$ cat src/rtl/wb_stage.sv
// Writeback stage: registers ALU results and extracts/extends load data into the register file write port.
// One-cycle write latency; instr_ready low while a load waits for memory. Optional bypass via `WB_BYPASS_EN.
module wb_stage #(
   parameter int DATA_WIDTH = 32
) (
   input  logic                  clk,
   input  logic                  rst_n,
   input  logic                  instr_valid,
   output logic                  instr_ready,
   input  logic [1:0]            instr_kind,
   input  logic [4:0]            instr_rd,
   input  logic [DATA_WIDTH-1:0] alu_result,
   input  logic [2:0]            load_funct3,
   input  logic [1:0]            load_byte_off,
   input  logic                  mem_rvalid,
   input  logic [DATA_WIDTH-1:0] mem_rdata,
   input  logic [4:0]            rd_addr1,
   input  logic [4:0]            rd_addr2,
   output logic                  wr_en,
   output logic [4:0]            rw_addr,
   output logic [DATA_WIDTH-1:0] wr_data,
   output logic                  stall,
   output logic                  load_misaligned
`ifdef WB_BYPASS_EN
   ,
   output logic                  byp_hit1,
   output logic                  byp_hit2,
   output logic [DATA_WIDTH-1:0] byp_data
`endif
);

   localparam logic [0:0] IDLE     = 1'b0;
   localparam logic [0:0] WAIT_MEM = 1'b1;

   localparam logic [1:0] KIND_ALU  = 2'b01;
   localparam logic [1:0] KIND_LOAD = 2'b10;

   localparam logic [2:0] F3_LB  = 3'b000;
   localparam logic [2:0] F3_LH  = 3'b001;
   localparam logic [2:0] F3_LW  = 3'b010;
   localparam logic [2:0] F3_LBU = 3'b100;
   localparam logic [2:0] F3_LHU = 3'b101;

   logic [0:0]            state_q, state_d;
   logic                  wr_en_q, wr_en_d;
   logic [4:0]            rw_addr_q, rw_addr_d;
   logic [DATA_WIDTH-1:0] wr_data_q, wr_data_d;
   logic                  misaligned_q, misaligned_d;
   logic [4:0]            pending_rd_q, pending_rd_d;
   logic [2:0]            funct3_q, funct3_d;
   logic [1:0]            off_q, off_d;

   logic                  accept;
   logic                  load_ok;
   logic [7:0]            byte_sel;
   logic [15:0]           half_sel;
   logic [DATA_WIDTH-1:0] load_data;
   logic                  pend_hit;
   logic                  wr_hit;

   assign instr_ready = (state_q == IDLE);
   assign accept      = instr_valid & instr_ready;

   always_comb begin
      load_ok = 1'b0;
      case (load_funct3)
         F3_LB, F3_LBU: load_ok = 1'b1;
         F3_LH, F3_LHU: load_ok = ~load_byte_off[0];
         F3_LW:         load_ok = (load_byte_off == 2'b00);
         default:       load_ok = 1'b0;
      endcase
   end

   always_comb begin
      byte_sel = mem_rdata[7:0];
      case (off_q)
         2'd0:    byte_sel = mem_rdata[7:0];
         2'd1:    byte_sel = mem_rdata[15:8];
         2'd2:    byte_sel = mem_rdata[23:16];
         default: byte_sel = mem_rdata[31:24];
      endcase
      half_sel  = off_q[1] ? mem_rdata[31:16] : mem_rdata[15:0];
      load_data = mem_rdata;
      case (funct3_q)
         F3_LB:   load_data = {{(DATA_WIDTH-8){byte_sel[7]}}, byte_sel};
         F3_LH:   load_data = {{(DATA_WIDTH-16){half_sel[15]}}, half_sel};
         F3_LBU:  load_data = {{(DATA_WIDTH-8){1'b0}}, byte_sel};
         F3_LHU:  load_data = {{(DATA_WIDTH-16){1'b0}}, half_sel};
         default: load_data = mem_rdata;
      endcase
   end

   always_comb begin
      state_d      = state_q;
      wr_en_d      = 1'b0;
      rw_addr_d    = rw_addr_q;
      wr_data_d    = wr_data_q;
      misaligned_d = 1'b0;
      pending_rd_d = pending_rd_q;
      funct3_d     = funct3_q;
      off_d        = off_q;
      case (state_q)
         IDLE: begin
            if (accept) begin
               if (instr_kind == KIND_ALU && instr_rd != 5'd0) begin
                  wr_en_d   = 1'b1;
                  rw_addr_d = instr_rd;
                  wr_data_d = alu_result;
               end else if (instr_kind == KIND_LOAD) begin
                  if (load_ok) begin
                     pending_rd_d = instr_rd;
                     funct3_d     = load_funct3;
                     off_d        = load_byte_off;
                     state_d      = WAIT_MEM;
                  end else begin
                     misaligned_d = 1'b1;
                  end
               end
            end
         end
         default: begin
            if (mem_rvalid) begin
               // A load to x0 still consumes the memory response but writes nothing.
               if (pending_rd_q != 5'd0) begin
                  wr_en_d   = 1'b1;
                  rw_addr_d = pending_rd_q;
                  wr_data_d = load_data;
               end
               pending_rd_d = 5'd0;
               state_d      = IDLE;
            end
         end
      endcase
   end

   always_ff @(posedge clk or negedge rst_n) begin
      if (!rst_n) begin
         state_q      <= IDLE;
         wr_en_q      <= 1'b0;
         rw_addr_q    <= 5'd0;
         wr_data_q    <= '0;
         misaligned_q <= 1'b0;
         pending_rd_q <= 5'd0;
         funct3_q     <= 3'd0;
         off_q        <= 2'd0;
      end else begin
         state_q      <= state_d;
         wr_en_q      <= wr_en_d;
         rw_addr_q    <= rw_addr_d;
         wr_data_q    <= wr_data_d;
         misaligned_q <= misaligned_d;
         pending_rd_q <= pending_rd_d;
         funct3_q     <= funct3_d;
         off_q        <= off_d;
      end
   end

   assign wr_en           = wr_en_q;
   assign rw_addr         = rw_addr_q;
   assign wr_data         = wr_data_q;
   assign load_misaligned = misaligned_q;

   assign pend_hit = (state_q == WAIT_MEM) && (pending_rd_q != 5'd0) &&
                     ((rd_addr1 == pending_rd_q) || (rd_addr2 == pending_rd_q));
   assign wr_hit   = wr_en_q && (rw_addr_q != 5'd0) &&
                     ((rw_addr_q == rd_addr1) || (rw_addr_q == rd_addr2));

`ifdef WB_BYPASS_EN
   assign byp_hit1 = wr_en_q && (rw_addr_q == rd_addr1) && (rd_addr1 != 5'd0);
   assign byp_hit2 = wr_en_q && (rw_addr_q == rd_addr2) && (rd_addr2 != 5'd0);
   assign byp_data = wr_data_q;
   assign stall    = pend_hit;
   logic unused_wr_hit;
   assign unused_wr_hit = wr_hit;
`else
   // Without bypass the register file returns the stale value during the write cycle.
   assign stall = pend_hit | wr_hit;
`endif

endmodule

$ cat config.mk
export PLATFORM = sky130hd
export DESIGN_NAME = wb_stage
export DESIGN_NICKNAME = d
export VERILOG_FILES = /design/src/rtl/wb_stage.sv
export SDC_FILE = /design/constraint.sdc
export NUM_CORES = 1
export LEC_CHECK = 0
export CAP_MARGIN = 20
export CORE_ASPECT_RATIO = 0.8
export CORE_MARGIN = 1
export CORE_UTILIZATION = 30
export CTS_CLUSTER_SIZE = 16
export DETAILED_ROUTE_END_ITERATION = 16
export SYNTH_ARGS = -nofsm -noshare
export SYNTH_HDL_FRONTEND = slang
export SYNTH_SLANG_ARGS = --single-unit
$ cat constraint.sdc
create_clock -name clk -period 4.3 [get_ports clk]
set_input_delay 0.86 -clock clk [delete_from_list [all_inputs] [get_ports clk]]
set_output_delay 0.86 -clock clk [all_outputs]
set_load 0.005 [all_outputs]
* Word-level counts from Yosys, hierarchy flattened
Cells that the tools add are included.
** Cells by class
- Reduce and logical (&&, ||, !) cells :: 23
- Muxes and demuxes :: 36
- Equal/unequal tests :: 18
- Bitwise gates (word level) :: 5
** Operators with widths (number)
- 32-bit two-way mux :: 5
- 32-bit one-hot mux with 4 select lines :: 1
- 5-bit two-way mux :: 11
- 8-bit one-hot mux with 3 select lines :: 1
- 5-bit == test :: 4
- 1-bit two-way mux :: 16
- 16-bit two-way mux :: 1
- 5-bit nonzero test :: 3
- 3-bit == test, second input constant :: 4
- 5-bit AND reduction :: 2
- 2-bit nonzero test :: 4
- 3-bit by 1-bit == test with 1-bit output, second input constant :: 2
- 3-bit logical NOT :: 2
- 1-bit logical AND :: 5
- 2-bit by 1-bit == test with 1-bit output, second input constant :: 2
- 2-bit == test, second input constant :: 2
- 2-bit logical NOT :: 2
- 2-bit != test, second input constant :: 2
- 4-bit AND reduction :: 1
- 2-bit OR reduction :: 2
- 3-bit by 2-bit == test with 1-bit output, second input constant :: 1
- 1-bit NOT :: 3
- 1-bit one-hot mux with 3 select lines :: 1
- 1-bit logical OR :: 2
- other kinds (3) :: 3
** Word-level totals
- Bits in registers :: 50
- Output and inout port bits :: 41
- Logic and storage cells :: 90

* Depth between registers and ports, before layout
- Depth in word-level cells :: 8
- Depth in mapped cells :: 7
- Mapped depth without buffers :: 5

* Least setup slack after synthesis
No wires, ideal clock.
- Path type :: input to output
- Start :: input rd_addr1[4]
- End :: output stall
- Path buffers :: 0
- Data required time :: 3.440 ns
- Setup slack :: 1.982 ns
- Data arrival time :: 1.458 ns
- Stages on the path :: 4
- Path through :: xor2_1 nor3_1 a22oi_1 o22ai_1
** On the way
- Word-level cells in the longest chain between the ends :: 4
- Elaborated cells on any way between the ends :: 7
- Those cells by class :: eq/ne (2); bitwise (1); reduce/logical (4)
** Ends and longest elaborated chain
- start, declared :: line 17 : input logic [4:0] rd_addr1,
- 5-bit == test (on tied branches) :: line 164, 166
- 1-bit logical OR (on tied branches) :: line 164, 166
- 1-bit logical AND (on tied branches) :: line 163, 165
- 1-bit bitwise OR (*) :: line 177 : assign stall = pend_hit | wr_hit;
- end, declared :: line 22 : output logic stall,
Mark *: on every way between the ends. The rest lies on a longest branch, timed or not.

* Worst setup path in the final report
- Start :: input rd_addr2[3]
- End :: output stall
** On the way
- Word-level cells in the longest chain between the ends :: 4
- Elaborated cells on any way between the ends :: 7
- Those cells by class :: eq/ne (2); bitwise (1); reduce/logical (4)
** Ends and longest elaborated chain
- start, declared :: line 18 : input logic [4:0] rd_addr2,
- 5-bit == test (on tied branches) :: line 164, 166
- 1-bit logical OR (on tied branches) :: line 164, 166
- 1-bit logical AND (on tied branches) :: line 163, 165
- 1-bit bitwise OR (*) :: line 177
Marks and branches as above.

==> qor.yml <==
synth_top_family_by_area: "compound AO/OA/AOI/OAI gates"
path_max_fanout: 2
antenna_found_initial: 0
io_pins: 131
p_clk_frac: 0.210
clock_path_buffers: 2
worst_hold_slack_ns: 0.488
slew_viol_final: 0
synthSimpleGateAreaFrac: 0.141
setup-violations-final: 0
synth_xor_area_frac: 0.0529
numCtsBuffers: 5
synth_common_cells: "50 x a21oi_1, 50 x dfrtp_1, 25 x nand2_1, 24 x mux2i_1, 22 x nand3_1"
start_util: 0.316
p_sw_frac: 0.344
cp-end-kind: "primary output"
first_iter_violations: 253
start_kind: "input pin"
yosys.area.top_type_share: 0.378
die_x_um: 119
ir_drop_uv: 189
seqPwrFrac: 0.388
viasPerCell: 5.34
cts_setup_buffers: 0
post_cts_resized: 0
dieArea_um2: 11500
drt_wl_total_um: 11200
crit_required_ns: 3.44
synthArstFlopShare: 1.00
place_congestion: 0.850
power.leakage_nw: 2.05
grt_max_degree: 51
grt_pass1_vias: 3147
hold_buffers: 0
synth_cells: 363
syn2layout_area_growth_pct: 45.4
hold_class: "reg2reg"
cts_num_sinks: 50
ff2ff_setup_slack_ns: 1.81
cp_slowest_stage_delay_ns: 0.54
synthMuxAreaShare: 0.103
cts_tree: "yes"
synth_largest_area_cell: "dfrtp_1"
clkTransAtPathRegs_ns: 0.07
cts_root_buf: "clkbuf_16"
yosys-top-cells-area: "dfrtp_1 38%, a21oi_1 7.6%, mux2i_1 7.3%"
ys_types: 41
drive_gt1_frac: 0.0632
critical_path.top_delay_family: "buffers and inverters"
die_h_um: 96.0
dp_hpwl_um: 8000
crit_type: "in2out"
diodes: 0
fin_crit_ns: 3.35
cp_num_buf_inv: 2
yosysSeqAreaShare: 0.378
cts_max_level: 2
clk_latency_ns: 0.29
drc_errors: 0
timing.fmax_mhz: 299
clock_skew_ns: 0.00366
grt_pass1_wl_um: 17400
crit_top_cell: "clkdlybuf4s50_1"
synthAdderAreaFrac: 0
status: "complete, no violations"
fin_setup_tns_ns: 0
wire_per_inst_um: 18.2
cap_viol_max_count: 0
fp-row-count: 33
final-seq-area_um2: 1250
slew_headroom: 0.310
utilization: 0.459
synth_ff_type: "dfrtp_1"
synthesis.area_um2: 3310
p_switching_w: 0.000685
synth_compound_area_frac: 0.254
multi_input_area_um2: 1830
vias: 3282
portBuffers: 130
syn-num-nets: 453
drt-pass1-iter-count: 5
p_per_area_nw_per_um2: 413
p_int_w: 0.00131
yosys_register_bits: 50
fin_nets: 564
fp.coreArea_um2: 10500
rsz0062_at_grt: "false"
period_share: 0.779
track_usage: 0.198
share_comb_of_total_power: 0.402
crit_slowest_cell: "clkdlybuf4s50_1"
synth_edf_count: 0
overflow: 0
final_hold_viol_count: 0
crit_arrival_ns: 2.49
tightest_slew_ns: 1.03
ant_nets: 0
num-fill-cells: 1022
yosys_warnings: 0
crit_chain: "clkdlybuf4s50_1 > xor2_1 > nor3_1 > a22oi_1 > o22ai_1 > clkdlybuf4s50_1"
syn_area_per_cell_um2: 9.12
[routing by layer]
layer	wire length, um	GRT usage	up-vias
met5	0	0	-
met4	107	0.0417	0
met3	673	0.0350	8
met2	4850	0.303	126
met1	5590	0.289	1591
li1	-	-	1557
[per-stage QoR]
stage	instances	power [W]	instance area [um^2]	setup slack, ns
global route	615	0.00211	4820	0.853
detailed placement	607	0.00158	4660	0.970
global placement	607	0.00157	4660	0.982
CTS	615	0.00200	4820	0.965
finish	615	0.00199	4820	0.951
floorplan	363	0.00114	3310	1.98
[cell families (layout without fill, tap and decap cells)]
| group | after synthesis | after routing |
|---|---|---|
| muxes | 32 | 32 |
| and+or+nand+nor | 88 | 88 |
| buffers and inverters | 48 | 160 |
| xor gates and xnor gates | 20 | 20 |
| DFF | 50 | 50 |
| AOI/OAI and AO/OA | 125 | 125 |
[path summary, 6_finish.rpt]
kind                       depth (start not counted)        start     endpoint
min in group asynchronous                          2        rst_n   wr_data[8]
max in group asynchronous                          2        rst_n  wr_data[30]
max                                                6  rd_addr2[3]        stall
max reg2reg                                        6      state_q   wr_data[3]
min                                                1  wr_data[13]  wr_data[13]
min reg2reg                                        1  wr_data[13]  wr_data[13]
[cell type report]
class / instances / share of cell area
clock buffer: 6 / 0.0288
multi-input combinational: 265 / 0.381
clock inverter: 2 / 0.00338
timing repair buffer: 136 / 0.279
inverter: 16 / 0.0125
tap: 140 / 0.0364
sequential: 50 / 0.260
[sequential cells by signal, indices dropped and copies added, names as in the netlist]
signal and count:
funct3_q 3, load_misaligned 1, off_q 2, pending_rd_q 5, rw_addr 5, state_q 1
wr_data 32, wr_en 1
[placed cells by master (no fill, tap or decap), drive strengths merged, types with 2 or more instances in the layout]
cell type and n:
clkbuf 6, a221oi 7, nor3b 8, a21oi 51, nor2 5, mux2i 24, nand2 25, o22ai 3
a211o 7, a2bb2oi 8, or4 4, clkdlybuf4s50 129, buf 7, mux2 7, o21ai 9, nand2b 8
dfrtp 50, nor4bb 2, inv 16, a22oi 11, xor2 20, o221ai 7, nor2b 7, nand3 22
o31ai 17, nor3 4
[power by group through the flow]
stage	logic, W	clock network [W]	registers, W
final	0.000801	0.000418	0.000772
after global placement	0.000793	0	0.000779
after global routing	0.000875	0.000442	0.000798
after CTS	0.000805	0.000426	0.000773
after detailed placement	0.000801	0	0.000779
after floorplan	0.000430	0	0.000712
Power figures use the tool's default switching activity.
